===== config.mk =====
export PLATFORM = sky130hd
export DESIGN_NAME = pim_chunk_dispatcher
export DESIGN_NICKNAME = d
export VERILOG_FILES = /design/src/rtl/pim_chunk_dispatcher_pkg.sv /design/src/rtl/pim_chunk_dispatcher.sv
export SDC_FILE = /design/constraint.sdc
export NUM_CORES = 1
export LEC_CHECK = 0
export ABC_AREA = 1
export CORE_MARGIN = 8
export CORE_UTILIZATION = 52
export DETAILED_ROUTE_END_ITERATION = 8
export GPL_TIMING_DRIVEN = 0
export PLACE_DENSITY = 0.93
export REMOVE_ABC_BUFFERS = 1
export SKIP_CTS_REPAIR_TIMING = 1
export SYNTH_ARGS = -nofsm -noshare
export SYNTH_HDL_FRONTEND = slang
export SYNTH_SLANG_ARGS = --single-unit

===== constraint.sdc =====
create_clock -name clk -period 7 [get_ports clk]
set_input_delay 1.4 -clock clk [delete_from_list [all_inputs] [get_ports clk]]
set_output_delay 1.4 -clock clk [all_outputs]
set_load 0.005 [all_outputs]

===== src/rtl/pim_chunk_dispatcher_pkg.sv =====
// Shared PIM type definitions: widths, unit count, matrix dimension and the
// chunk dispatcher state encoding.
package types;

  localparam int unsigned WIDTH             = 32;
  localparam int unsigned LEN               = 10;
  localparam int unsigned PIM_UNIT_CAPACITY = 2;
  localparam int unsigned NUM_OF_PIM_UNITS  = 4;
  localparam int unsigned DIM               = 16;

  typedef logic [WIDTH-1:0]                    word_t;
  typedef logic [LEN-1:0]                      addr_t;
  typedef logic [$clog2(NUM_OF_PIM_UNITS)-1:0] unit_id_t;

  typedef enum logic [2:0] {
    ST_IDLE,
    ST_FETCH,
    ST_WAIT,
    ST_SEND,
    ST_DONE
  } disp_state_e;

endpackage


===== src/rtl/pim_chunk_dispatcher.sv =====
// Fetches one row of A and one column of B, packs operand pairs into chunks and
// hands them round-robin to the PIM units over a valid/ready channel.
module pim_chunk_dispatcher
  import types::*;
#(
  parameter int unsigned DIM   = types::DIM,
  parameter int unsigned CAP   = types::PIM_UNIT_CAPACITY,
  parameter int unsigned UNITS = types::NUM_OF_PIM_UNITS,
  parameter int unsigned W     = types::WIDTH,
  parameter int unsigned AW    = types::LEN
) (
  input  logic                     clk,
  input  logic                     rst_n,
  input  logic                     start,
  input  logic [AW-1:0]            base_a,
  input  logic [AW-1:0]            base_b,
  input  logic [$clog2(DIM)-1:0]   row_idx,
  input  logic [$clog2(DIM)-1:0]   col_idx,
  output logic                     mem_rd,
  output logic [AW-1:0]            mem_addr,
  input  logic [W-1:0]             mem_rdata,
  output logic                     chunk_valid,
  input  logic                     chunk_ready,
  output logic [$clog2(UNITS)-1:0] chunk_unit,
  output logic [CAP*W-1:0]         chunk_a,
  output logic [CAP*W-1:0]         chunk_b,
  output logic                     chunk_last,
  output logic                     busy,
  output logic                     done
);

  localparam int unsigned NCH = DIM / CAP;
  localparam int unsigned CW  = (NCH > 1) ? $clog2(NCH) : 1;
  localparam int unsigned KW  = $clog2(2 * CAP);
  localparam int unsigned RW  = $clog2(DIM);
  localparam int unsigned UW  = $clog2(UNITS);

  if (DIM % CAP != 0) begin : g_dim_chk
    $error("pim_chunk_dispatcher: DIM must be a multiple of CAP");
  end

  disp_state_e           state_q, state_d;
  logic [CW-1:0]         c_q, c_d;
  logic [KW-1:0]         k_q, k_d;
  logic [UW-1:0]         unit_q, unit_d;
  logic [AW-1:0]         base_a_q, base_a_d, base_b_q, base_b_d;
  logic [RW-1:0]         row_q, row_d, col_q, col_d;
  logic                  pend_q, pend_d;
  logic [KW-1:0]         slot_q, slot_d;
  logic [CAP-1:0][W-1:0] a_q, a_d, b_q, b_d;

  logic                  last_chunk;
  logic [AW-1:0]         elem, a_addr, b_addr;

  assign last_chunk = (c_q == CW'(NCH - 1));

  // Element index within the dot product; reads 0..CAP-1 are A, CAP..2*CAP-1 are B.
  always_comb begin
    elem   = AW'(c_q) * AW'(CAP)
           + ((k_q < KW'(CAP)) ? AW'(k_q) : AW'(k_q - KW'(CAP)));
    a_addr = base_a_q + AW'(row_q) * AW'(DIM) + elem;
    b_addr = base_b_q + elem * AW'(DIM) + AW'(col_q);
  end

  always_comb begin
    state_d  = state_q;
    c_d      = c_q;
    k_d      = k_q;
    unit_d   = unit_q;
    base_a_d = base_a_q;
    base_b_d = base_b_q;
    row_d    = row_q;
    col_d    = col_q;
    pend_d   = 1'b0;
    slot_d   = k_q;
    a_d      = a_q;
    b_d      = b_q;

    case (state_q)
      ST_IDLE: begin
        if (start) begin
          base_a_d = base_a;
          base_b_d = base_b;
          row_d    = row_idx;
          col_d    = col_idx;
          c_d      = '0;
          k_d      = '0;
          unit_d   = '0;
          state_d  = ST_FETCH;
        end
      end
      ST_FETCH: begin
        pend_d = 1'b1;
        if (k_q == KW'(2 * CAP - 1)) begin
          k_d     = '0;
          state_d = ST_WAIT;
        end else begin
          k_d = k_q + 1'b1;
        end
      end
      ST_WAIT: state_d = ST_SEND;
      ST_SEND: begin
        if (chunk_ready) begin
          unit_d = (unit_q == UW'(UNITS - 1)) ? '0 : unit_q + 1'b1;
          if (last_chunk) begin
            state_d = ST_DONE;
          end else begin
            c_d     = c_q + 1'b1;
            state_d = ST_FETCH;
          end
        end
      end
      ST_DONE: state_d = ST_IDLE;
      default: state_d = ST_IDLE;
    endcase

    // Read data lands one cycle after its strobe; slot_q remembers where it goes.
    if (pend_q) begin
      for (int unsigned i = 0; i < CAP; i++) begin
        if (32'(slot_q) == i)       a_d[i] = mem_rdata;
        if (32'(slot_q) == i + CAP) b_d[i] = mem_rdata;
      end
    end
  end

  always_ff @(posedge clk or negedge rst_n) begin
    if (!rst_n) begin
      state_q  <= ST_IDLE;
      c_q      <= '0;
      k_q      <= '0;
      unit_q   <= '0;
      base_a_q <= '0;
      base_b_q <= '0;
      row_q    <= '0;
      col_q    <= '0;
      pend_q   <= 1'b0;
      slot_q   <= '0;
      a_q      <= '0;
      b_q      <= '0;
    end else begin
      state_q  <= state_d;
      c_q      <= c_d;
      k_q      <= k_d;
      unit_q   <= unit_d;
      base_a_q <= base_a_d;
      base_b_q <= base_b_d;
      row_q    <= row_d;
      col_q    <= col_d;
      pend_q   <= pend_d;
      slot_q   <= slot_d;
      a_q      <= a_d;
      b_q      <= b_d;
    end
  end

  assign mem_rd      = (state_q == ST_FETCH);
  assign mem_addr    = (state_q != ST_FETCH) ? '0 : (k_q < KW'(CAP)) ? a_addr : b_addr;
  assign chunk_valid = (state_q == ST_SEND);
  assign chunk_last  = (state_q == ST_SEND) && last_chunk;
  assign chunk_unit  = unit_q;
  assign chunk_a     = a_q;
  assign chunk_b     = b_q;
  assign busy        = (state_q != ST_IDLE);
  assign done        = (state_q == ST_DONE);

endmodule


; ---- Yosys cells after proc, flatten, opt, wreduce, memory -nomap -nowiden
; Index checks and enable logic that the tools add are counted.
[op_classes]
add_sub_neg = 9
n_lt_le_gt_ge = 1
eq_ne = 15
muxes = 19
n_reduce_logical = 15
[ops]
columns = op, count
row1 = $mux W10, 3
row2 = $mux W3, 7
row3 = $add A10 B10 Y10, 2
row4 = $pmux W3 S4, 1
row5 = $reduce_and A2 Y1, 6
row6 = $add A10 B4 Y10, 1
row7 = $add A10 B8 Y10, 1
row8 = $add A4 B10 Y10, 1
row9 = $eq A2 B2 Y1 const B, 4
row10 = $mux W2, 4
row11 = $pmux W2 S2, 2
row12 = $eq A3 B2 Y1 const B, 2
row13 = $eq A3 B3 Y1 const B, 2
row14 = $pmux W3 S2, 1
row15 = $reduce_and A3 Y1, 2
row16 = $add A2 B1 Y2 const B, 2
row17 = $ne A2 B1 Y1 const B, 2
row18 = $ne A2 B2 Y1 const B, 2
row19 = $reduce_and A4 Y1, 1
row20 = $reduce_bool A2 Y1, 2
row21 = $add A3 B1 Y3 const B, 1
row22 = $eq A3 B1 Y1 const B, 1
row23 = $logic_not A3 Y1, 1
row24 = $ne A3 B1 Y1 const B, 1
row25 = other kinds (7), 7
[totals]
regBits = 169
inputBits = 64
output_inout_bits = 145
elab_cells = 73

; ---- Longest topological paths before layout
; Gate-level depths: netlist of the first run.
[logic_depth]
word_depth = 7
mapped_depth = 11
mapped_depth_nobuf = 11

; ---- Worst setup path after synthesis of the first run
; OpenSTA, ideal clock, no wires.
[synth_timing]
path_kind = reg-to-output
startpoint = reg c_q[0]
endpoint = out mem_addr[9]
arrival_time_ns = 1.873
required_time_ns = 5.600
path_slack_ns = 3.727
stages_incl_launch_ff = 11
path_buffers = 0
path_cell_list = dfrtp_1 ha_1 ha_1 fa_1 nand3_1 nand2_1 nand2_1 nand3_1 nand3_1 nand2_1 nor2_1
[synth_via]
elab_chain_len = 5
elab_cells_between_ends = 6
classes_between = 4 x add/sub / 2 x mux
[synth_rtl]
columns = item, line
row1 = start: declaration, pim_chunk_dispatcher.sv:43  ; logic [CW-1:0] c_q, c_d;
row2 = start signal: assignment, pim_chunk_dispatcher.sv:129  ; c_q <= '0;
row3 = start signal: assignment, pim_chunk_dispatcher.sv:142  ; c_q <= c_d;
row4 = $add A4 B10 Y10 *, pim_chunk_dispatcher.sv:60  ; + ((k_q < KW'(CAP)) ? AW'(k_q) : AW'(k_q - KW'(CAP)));
row5 = $add A10 B10 Y10, pim_chunk_dispatcher.sv:62  ; b_addr = base_b_q + elem * AW'(DIM) + AW'(col_q);
row6 = $add A10 B4 Y10, pim_chunk_dispatcher.sv:62
row7 = $mux W10 * (2 in series), pim_chunk_dispatcher.sv:157  ; assign mem_addr = (state_q != ST_FETCH) ? '0 : (k_q < KW'(CAP)) ? a_addr : b_addr;
row8 = end: declaration, pim_chunk_dispatcher.sv:20  ; output logic [AW-1:0] mem_addr,
; Mark *: on every way between the ends. The rest lies on a longest branch, timed or not.

; ---- Worst setup path in the final report of the first run
[layout_timing]
startpoint = reg c_q[0]
endpoint = out mem_addr[7]
; Same word-level chain as after synthesis.

==> metrics.csv, run 1 <==
metric;value;unit
Crit Path Category;reg2out;
clock buffer count from CTS;17;
die extent in y;134.5;µm
die outline width;134.5;µm
peak supply drop;0.2074;mV
Final GP Congestion;0.8846;
number of detailed-routing iterations run before antenna repair;5;
class of the most critical hold timing path;reg2reg;
Hold Startpoint;row_q[3]$_DFFE_PN0P_;
first-pass GRT wire length;34.94;mm
Fin Hold WS;472.7;ps
number of DRC violations after detailed routing;0;
worst reg2reg endpoint;k_q[1]$_DFFE_PN0P_;
worst-margin pin slew;715.4;ps
cell mode on critical path;sky130_fd_sc_hd__nand2_1;
Fin Clk Skew;7.980;ps
share of layout cells above drive strength 1;5.324;%
required arrival time at the worst endpoint;5600;ps
top cell types by occurrence after synthesis;sky130_fd_sc_hd__nand2_1 (270), sky130_fd_sc_hd__dfrtp_1 (169), sky130_fd_sc_hd__o21ai_0 (142);
summed instance area of the synthesized netlist;7306;µm²
setup repair after global routing missed its margin;no;
cell area power density;508.0;nW/µm²
Leak;5.030;nW
cell row count;43;
Storage cell area;4229;µm²
Port-buffer cells;208;
number of flip-flops and latches in the synthesized netlist;169;
Slew Limit Fails;0;
Final Setup Violations;0;
count of clock tree sinks;169;
register-to-register path setup slack;4740;ps
Reg2Reg Depth;8;
overall overflow remaining after global route;0;
startpoint types;flip-flop;
asr flop ratio synth;100.0;%
Worst Hold Endpoint;row_q[3]$_DFFE_PN0P_;
synthesis-to-layout area growth;40.16;%
Post-synth top flop;sky130_fd_sc_hd__dfrtp_1;
RR Startpoint;state_q[1]$_DFFE_PN0P_;
share of the synthesized area in the top cell type;57.89;%
post-DR vias/cell;5.437;
fill count;883;
Root Buffer;sky130_fd_sc_hd__clkbuf_16;
routed length per placed instance;18.74;µm
number of violations of the max-capacitance limit;0;
CTS tree;yes;
Total Routed Length;22.75;mm
multi-input logic area;2678;µm²
Die Area;18100;µm²
detailed router's first-iteration violation count;645;
arrival time of the worst setup path;3070;ps
cells after synthesis;819;
run status;finished clean;
warnings from Yosys;0;
share of synthesized area occupied by flip-flops and latches;57.89;%
largest net degree at the start of global routing;129;
delay contributed by the slowest stage of the critical path;530;ps
remaining antenna violation count;0;
number of top-level design ports;209;
number of global-route vias before repair;6505;
biggest area contributors in the synthesized netlist;sky130_fd_sc_hd__dfrtp_1 (58%), sky130_fd_sc_hd__nand2_1 (14%), sky130_fd_sc_hd__o21ai_0 (9.7%);
top cell type by total area after synthesis;sky130_fd_sc_hd__dfrtp_1;
endpoint kind of the worst setup timing path;primary output;
Synth Area per Inst;8.920;µm²
Max transition margin;52.19;%
antenna violations before repair;1;
clock-pin transition on the worst setup and hold timing paths;60;ps
cell-by-cell listing of the critical path;ha_1 > ha_1 > fa_1 > nand3_1 > nand2_1 > nand2_1 > nand3_1 > nand2_1 > o21ai_0 > nor2_1 > clkdlybuf4s50_1;
most common cell in the synthesized netlist;sky130_fd_sc_hd__nand2_1;
clock latency of the later-clocked register in the worst-skew pair;430;ps
count of flip-flops with a built-in enable after synthesis;0;
gate family responsible for the most delay along the worst path;adder cells;
Core Footprint;13830;µm²
cell with the biggest individual delay on the critical path;sky130_fd_sc_hd__clkdlybuf4s50_1;
Distinct cells, synth;32;
number of instances on the worst hold path;2;
number of failing hold endpoints at the final stage;0;
FMAX;223.9;MHz
Final Critical Period;4465;ps
utilization of the core after routing;74.06;%
HPWL after detailed placement;15.74;mm
global router's overall resource usage;24.82;%
starting density of the core;52.84;%
routed via count;6600;
Max Buffers Root-to-Sink;2;
Crit Path Max Fanout;4;
H-tree depth;4;
period utilisation layout;63.79;%
count of nets after finishing;1115;
count of buffer and inverter cells on the critical path;1;
## flip-flops by register name, indices dropped and copies added, names as in the netlist, 3 cells and up
register	cells
state_q	3
chunk_a	64
base_a_q	10
col_q	4
chunk_b	64
c_q	3
base_b_q	10
row_q	4
## worst reg2reg max path: cells and delay by family, from the launching register on
kind	cells	cell delay (ps)
AOI/OAI and AO/OA	1	100
and+or+nand+nor	4	990
DFF	1	430
buffers and inverters	3	620
## final cells by class
type / count / area share [%]
repair buffers: 213 / 21.43
clock inverters: 12 / 1.588
multi-input cells: 542 / 26.15
flip-flops and latches: 169 / 41.30
inverters: 78 / 2.884
diodes: 1 / 0.02444
clock buffers: 19 / 4.423
well taps: 180 / 2.199
## worst max-delay path by stage
stage | from | to | cells after the start
6_report | c_q[0]$_DFFE_PN0P_ | mem_addr[7] | 11
5_1_grt | c_q[0]$_DFFE_PN0P_ | mem_addr[9] | 11
4_1_cts | c_q[0]$_DFFE_PN0P_ | mem_addr[7] | 11
3_5_place_dp | c_q[0]$_DFFE_PN0P_ | mem_addr[7] | 11
3_3_place_gp | rst_n | chunk_a[48]$_DFFE_PN0P_ | 1
2_1_floorplan | c_q[0]$_DFFE_PN0P_ | mem_addr[9] | 10
## placed cells by master, fill, tap and decap left out, types with 3 or more instances in the layout
cell type / instances
sky130_fd_sc_hd__dfrtp_1: 169
sky130_fd_sc_hd__bufinv_16: 3
sky130_fd_sc_hd__inv_2: 4
sky130_fd_sc_hd__clkbuf_16: 17
sky130_fd_sc_hd__a21oi_1: 13
sky130_fd_sc_hd__buf_12: 4
sky130_fd_sc_hd__clkdlybuf4s50_1: 207
sky130_fd_sc_hd__o21ai_0: 142
sky130_fd_sc_hd__inv_1: 71
sky130_fd_sc_hd__nand2_1: 268
sky130_fd_sc_hd__inv_6: 3
sky130_fd_sc_hd__nor2_1: 31
sky130_fd_sc_hd__ha_1: 28
sky130_fd_sc_hd__nand3_1: 31
## metrics by stage
stage               setup TNS, ps  power (mW)  instance area (µm²)  cells  worst slack, ps
finish                          0       5.202                10240   1214             2535
global route                    0       5.547                10240   1214             2367
CTS                             0       5.210                10240   1213             2519
detailed placement              0       4.168                 9622   1182             3015
global placement          -356280       4.006                 9494   1177            -2126
floorplan                       0       2.771                 7187    789             3726
## layer usage
| layer | vias up | global-route usage, % | routed length [µm] |
|---|---|---|---|
| met5 | - | 0 | 0 |
| met4 | 0 | 10.11 | 645 |
| met3 | 47 | 7.541 | 2140 |
| met2 | 353 | 42.32 | 11450 |
| met1 | 3165 | 28.58 | 8514 |
| li1 | 3035 | - | - |
## kinds of logic (layout without fill, tap and decap cells)
logic type	Yosys count	after routing	share of synthesized area, %
simple gates	346	346	19.23
compound gates	165	165	11.75
xor+xnor	1	1	0.1199
buf+inv	108	322	5.669
other cells	0	1	0
fa+ha+maj	30	30	5.343
flops	169	169	57.89
## power by group
part	leakage (nW)	switching (mW)	internal, mW
clock network	0.302	0.395	0.584
registers	2.08	0.322	1.46
logic	2.65	1.23	1.21
Power figures use the tool's default switching activity.
==> run 2, diff against run 1 <==
--- a/config.mk
+++ b/config.mk
@@ -7,10 +7,10 @@
 export LEC_CHECK = 0
 export ABC_AREA = 1
 export CORE_MARGIN = 8
-export CORE_UTILIZATION = 52
+export CORE_UTILIZATION = 48
 export DETAILED_ROUTE_END_ITERATION = 8
 export GPL_TIMING_DRIVEN = 0
-export PLACE_DENSITY = 0.93
+export PLACE_DENSITY = 0.87
 export REMOVE_ABC_BUFFERS = 1
 export SKIP_CTS_REPAIR_TIMING = 1
 export SYNTH_ARGS = -nofsm -noshare
==> constraint.sdc (replaced) <==
create_clock -name clk -period 4.56 [get_ports clk]
set_input_delay 0.912 -clock clk [delete_from_list [all_inputs] [get_ports clk]]
set_output_delay 0.912 -clock clk [all_outputs]
set_load 0.005 [all_outputs]
==> run 2 against run 1 <==
Clock skew rose by 0.60 ps. Largest power group unchanged. Critical path depth did not move. Power rose by 52%. Highest routed layer unchanged. Hold slack got worse by 75 ps. Critical endpoint unchanged. Clock power rose by 53%. Via count fell by 3.5%. Sequential share of layout area barely moved. Setup slack got worse by 1900 ps.
==> metrics.csv, run 2 (synthesis gave the netlist of run 1 again) <==
metric;value;unit
RR Startpoint;state_q[1]$_DFFE_PN0P_;
number of DRC violations after detailed routing;0;
Core Footprint;15030;µm²
Max Buffers Root-to-Sink;2;
Root Buffer;sky130_fd_sc_hd__clkbuf_16;
most used cells in the layout excluding fill and tap cells;sky130_fd_sc_hd__nand2_1 (268), sky130_fd_sc_hd__clkdlybuf4s50_1 (207), sky130_fd_sc_hd__dfrtp_1 (169), sky130_fd_sc_hd__o21ai_0 (142), sky130_fd_sc_hd__inv_1 (71);
number of violations of the max-capacitance limit;0;
delay contributed by the slowest stage of the critical path;530;ps
Final Setup Violations;0;
number of detailed-routing iterations run before antenna repair;7;
cell row count;45;
number of cells on the critical path;11;
cell with the biggest individual delay on the critical path;sky130_fd_sc_hd__clkdlybuf4s50_1;
routed length per placed instance;17.23;µm
CTS tree;yes;
global router's overall resource usage;21.97;%
required arrival time at the worst endpoint;3650;ps
routed via count;6371;
register-to-register path setup slack;2340;ps
period utilisation layout;87.16;%
largest net degree at the start of global routing;111;
Slew Limit Fails;0;
endpoint kind of the worst setup timing path;primary output;
cell area power density;770.9;nW/µm²
Fin Hold WS;397.8;ps
first-pass GRT wire length;34.25;mm
worst-margin pin slew;706.7;ps
end of the critical path;mem_addr[7];
share of layout cells above drive strength 1;5.319;%
setup repair after global routing missed its margin;no;
met1 layer wirelength in the final routing;8.567;mm
count of antenna diodes in the layout;0;
synthesis-to-layout area growth;40.25;%
worst setup path startpoint;c_q[0]$_DFFE_PN0P_;
Reg2Reg Depth;8;
Fin Clk Skew;8.577;ps
register share of total power;34.1;%
die outline width;139.4;µm
count of clock tree sinks;169;
HPWL after detailed placement;15.02;mm
Final Critical Period;3975;ps
internal power consumption;4.977;mW
Max transition margin;52.78;%
Crit Path Category;reg2out;
Leak;5.024;nW
count of buffer and inverter cells on the critical path;1;
clock latency of the later-clocked register in the worst-skew pair;420;ps
Port-buffer cells;208;
worst reg2reg endpoint;k_q[1]$_DFFE_PN0P_;
detailed-routed wire length on met2;10.28;mm
max layer used;met4;
Total Routed Length;21.06;mm
antenna violations before repair;0;
number of top-level design ports;209;
Clock Power Share;19.0;%
post-DR vias/cell;5.214;
starting density of the core;48.60;%
clock buffer count from CTS;17;
run status;finished clean;
number of global-route vias before repair;6460;
cell-by-cell listing of the critical path;ha_1 > ha_1 > fa_1 > nand3_1 > nand2_1 > nand2_1 > nand3_1 > nand2_1 > o21ai_0 > nor2_1 > clkdlybuf4s50_1;
die extent in y;139.4;µm
total negative setup slack;0;ps
fraction of power spent switching nets;37.00;%
net switching power;2.922;mW
H-tree depth;4;
arrival time of the worst setup path;3060;ps
detailed router's first-iteration violation count;486;
overall overflow remaining after global route;0;
relative contribution of combinational cells to total power;46.9;%
startpoint types;flip-flop;
clock-pin transition on the worst setup and hold timing paths;60;ps
FMAX;251.6;MHz
remaining antenna violation count;0;
number of failing hold endpoints at the final stage;0;
fill count;1081;
most common cell after layout, fill and taps aside;sky130_fd_sc_hd__nand2_1;
met3 layer wire length in the routed design;1.793;mm
peak supply drop;0.3603;mV
gate family responsible for the most delay along the worst path;adder cells;
Die Area;19420;µm²
count of nets after finishing;1115;
class of the most critical hold timing path;in2async;
Final GP Congestion;0.8990;
utilization of the core after routing;68.16;%
cell mode on critical path;sky130_fd_sc_hd__nand2_1;
Crit Path Max Fanout;4;
[run 2: per-layer routing]
metal | GRT usage, % | vias to the layer above
met5 | 0 | -
met4 | 6.297 | 0
met3 | 6.601 | 33
met2 | 36.80 | 291
met1 | 26.94 | 3020
li1 | - | 3027
[run 2: cell type report]
type / count / area, µm² / area share, %
multi-input combinational: 542 / 2678 / 26.13
sequential: 169 / 4229 / 41.27
clock buffer: 18 / 429.2 / 4.189
tap: 188 / 235.2 / 2.296
clock inverter: 14 / 185.2 / 1.807
inverter: 78 / 295.3 / 2.882
timing repair buffer: 213 / 2195 / 21.42
[run 2: stage by stage]
step | total power, mW | std cells | cell area [µm²] | setup WS (ps)
floorplan | 4.254 | 789 | 7187 | 1774
global placement | 6.162 | 1185 | 9504 | -4066
detailed placement | 6.370 | 1190 | 9632 | 1039
CTS | 7.945 | 1222 | 10250 | 570.9
global route | 8.468 | 1222 | 10250 | 419.8
finish | 7.899 | 1222 | 10250 | 585.4
[run 2: power groups by stage]
stage          Clock (mW)  Combinational [mW]  Sequential, mW
2_1_floorplan           0                1.56            2.69
3_3_place_gp            0                3.51            2.65
3_5_place_dp            0                3.67            2.70
4_1_cts              1.51                3.74            2.69
5_1_grt              1.58                4.11            2.77
6_report             1.50                3.70            2.70
[run 2: how the worst min path moves through the flow]
stage / from / end / depth (start not counted)
finish: rst_n / base_b_q[7]$_DFFE_PN0P_ / 1
floorplan: base_a_q[1]$_DFFE_PN0P_ / base_a_q[1]$_DFFE_PN0P_ / 2
CTS: rst_n / base_b_q[7]$_DFFE_PN0P_ / 1
global placement: col_q[3]$_DFFE_PN0P_ / col_q[3]$_DFFE_PN0P_ / 2
global route: rst_n / base_a_q[0]$_DFFE_PN0P_ / 1
detailed placement: base_a_q[4]$_DFFE_PN0P_ / base_a_q[4]$_DFFE_PN0P_ / 2
==> run 3, diff against run 2 <==
--- a/config.mk
+++ b/config.mk
@@ -6,12 +6,12 @@
 export NUM_CORES = 1
 export LEC_CHECK = 0
 export ABC_AREA = 1
+export CORE_ASPECT_RATIO = 0.5
 export CORE_MARGIN = 8
 export CORE_UTILIZATION = 48
 export DETAILED_ROUTE_END_ITERATION = 8
 export GPL_TIMING_DRIVEN = 0
 export PLACE_DENSITY = 0.87
-export REMOVE_ABC_BUFFERS = 1
 export SKIP_CTS_REPAIR_TIMING = 1
 export SYNTH_ARGS = -nofsm -noshare
 export SYNTH_HDL_FRONTEND = slang
==> run 3 against run 2 <==
Maximum frequency up 0.88%. Hold slack better by 28 ps. Setup slack better by 35 ps. Power about the same. Sequential share of layout area up 0.050 points. Die area up 1.2%. Largest power group unchanged. Final cell count up 3.4%. Largest cell class unchanged. Combinational power up 2%. Highest routed layer unchanged. Register-to-register slack better by 450 ps. Flip-flop and latch count unchanged.
==> metrics.csv, run 3 (synthesis gave the netlist of run 1 again) <==
metric;value;unit
run status;finished clean;
Crit Path Max Fanout;4;
FMAX;253.8;MHz
most used cells in the layout excluding fill and tap cells;sky130_fd_sc_hd__nand2_1 (270), sky130_fd_sc_hd__clkdlybuf4s50_1 (207), sky130_fd_sc_hd__dfrtp_1 (169), sky130_fd_sc_hd__o21ai_0 (142), sky130_fd_sc_hd__inv_1 (71);
peak supply drop;0.3613;mV
Port-buffer cells;208;
relative contribution of combinational cells to total power;47.7;%
routed via count;6673;
starting density of the core;48.27;%
remaining antenna violation count;0;
synthesis-to-layout area growth;40.08;%
Final Critical Period;3940;ps
clock latency of the later-clocked register in the worst-skew pair;420;ps
Max transition margin;57.94;%
count of clock tree sinks;169;
share of layout cells above drive strength 1;5.000;%
count of antenna diodes in the layout;0;
fill count;1219;
number of global-route vias before repair;6620;
cell area power density;772.1;nW/µm²
worst setup path startpoint;c_q[0]$_DFFE_PN0P_;
Max Buffers Root-to-Sink;2;
Reg2Reg Depth;9;
required arrival time at the worst endpoint;3650;ps
H-tree depth;4;
largest net degree at the start of global routing;110;
utilization of the core after routing;67.62;%
cell row count;32;
Total Routed Length;24.58;mm
post-layout total power;7.901;mW
Final Setup Violations;0;
most common cell after layout, fill and taps aside;sky130_fd_sc_hd__nand2_1;
Fin Clk Skew;6.892;ps
Cells after DPL;1232;
CTS tree;yes;
Core Footprint;15130;µm²
post-DR vias/cell;5.279;
HPWL after detailed placement;18.60;mm
worst-margin pin slew;630.9;ps
Leak;4.996;nW
Fin Hold WS;426.3;ps
first-pass GRT wire length;37.97;mm
antenna violations before repair;0;
global router's overall resource usage;25.39;%
routed length per placed instance;19.45;µm
startpoint types;flip-flop;
Cell Count, Final, Fillers Out;1264;
number of DRC violations after detailed routing;0;
Slew Limit Fails;0;
cell with the biggest individual delay on the critical path;sky130_fd_sc_hd__clkdlybuf4s50_1;
Final GP Congestion;0.9447;
detailed router's first-iteration violation count;513;
overall overflow remaining after global route;0;
arrival time of the worst setup path;3030;ps
number of violations of the max-capacitance limit;0;
cell-by-cell listing of the critical path;ha_1 > ha_1 > fa_1 > nand3_1 > nand2_1 > nand2_1 > nand3_1 > nand3_1 > nand2_1 > nor2_1 > clkdlybuf4s50_1;
Clock Power Share;17.4;%
internal power consumption;4.839;mW
Net Count, Synth;913;
period utilisation layout;86.40;%
register share of total power;34.8;%
class of the most critical hold timing path;in2async;
fraction of power spent switching nets;38.76;%
setup repair after global routing missed its margin;no;
Crit Path Category;reg2out;
multi-input logic area;2663;µm²
RR Startpoint;state_q[1]$_DFFE_PN0P_;
clock buffer count from CTS;17;
Storage cell area;4229;µm²
die extent in y;103.2;µm
number of top-level design ports;209;
endpoint kind of the worst setup timing path;primary output;
die outline width;190.5;µm
Root Buffer;sky130_fd_sc_hd__clkbuf_16;
number of failing hold endpoints at the final stage;0;
delay contributed by the slowest stage of the critical path;500;ps
clock-pin transition on the worst setup and hold timing paths;60;ps
Die Area;19660;µm²
net switching power;3.063;mW
count of nets after finishing;1141;
number of detailed-routing iterations run before antenna repair;5;
[run 3: cell type report]
type	count	share of cell area, %
flip-flops and latches	169	41.33
multi-input cells	542	26.02
repair buffers	209	20.66
clock buffers	20	4.560
inverters	78	2.885
well taps	204	2.494
plain buffers	30	1.162
clock inverters	12	0.8925
[run 3: critical path, delay by kind of cell, from the launching register on]
family | cells | cell delay (ps)
adders and majority gates | 3 | 970
and+or+nand+nor | 7 | 690
buffers and inverters | 1 | 500
DFF | 1 | 430
[run 3: power by group through the flow]
stage	sequential [mW]	clock (mW)	combinational (mW)
finish	2.75	1.38	3.77
detailed placement	2.74	0	3.75
CTS	2.74	1.38	3.79
global placement	2.70	0	3.65
floorplan	2.68	0	1.61
global route	2.83	1.46	4.19
[run 3: per-stage QoR]
stage | setup WS [ps] | area (µm²) | TNS (ps)
2_1_floorplan | 1775 | 7306 | 0
3_3_place_gp | -4277 | 9643 | -718740
3_5_place_dp | 1092 | 9676 | 0
4_1_cts | 623.0 | 10230 | 0
5_1_grt | 414.5 | 10230 | 0
6_report | 620.0 | 10230 | 0
[run 3: worst paths after layout]
kind                                      endpoint  slack (ps)
setup / recovery                       mem_addr[9]         620
hold / removal             base_a_q[5]$_DFFE_PN0P_         430
setup reg to reg           base_a_q[1]$_DFFE_PN0P_        2790
hold reg to reg                slot_q[1]$_DFF_PN0_         480
max in group asynchronous  chunk_a[19]$_DFFE_PN0P_        3210
min in group clk               slot_q[1]$_DFF_PN0_         480
[run 3: routing by layer]
| layer | up-vias | GRT usage [%] | wire (µm) |
|---|---|---|---|
| met4 | 0 | 6.339 | 249 |
| met3 | 23 | 8.735 | 2583 |
| li1 | 3088 | - | - |
| met1 | 3258 | 37.11 | 11760 |
| met5 | - | 0 | 0 |
| met2 | 304 | 35.42 | 9989 |
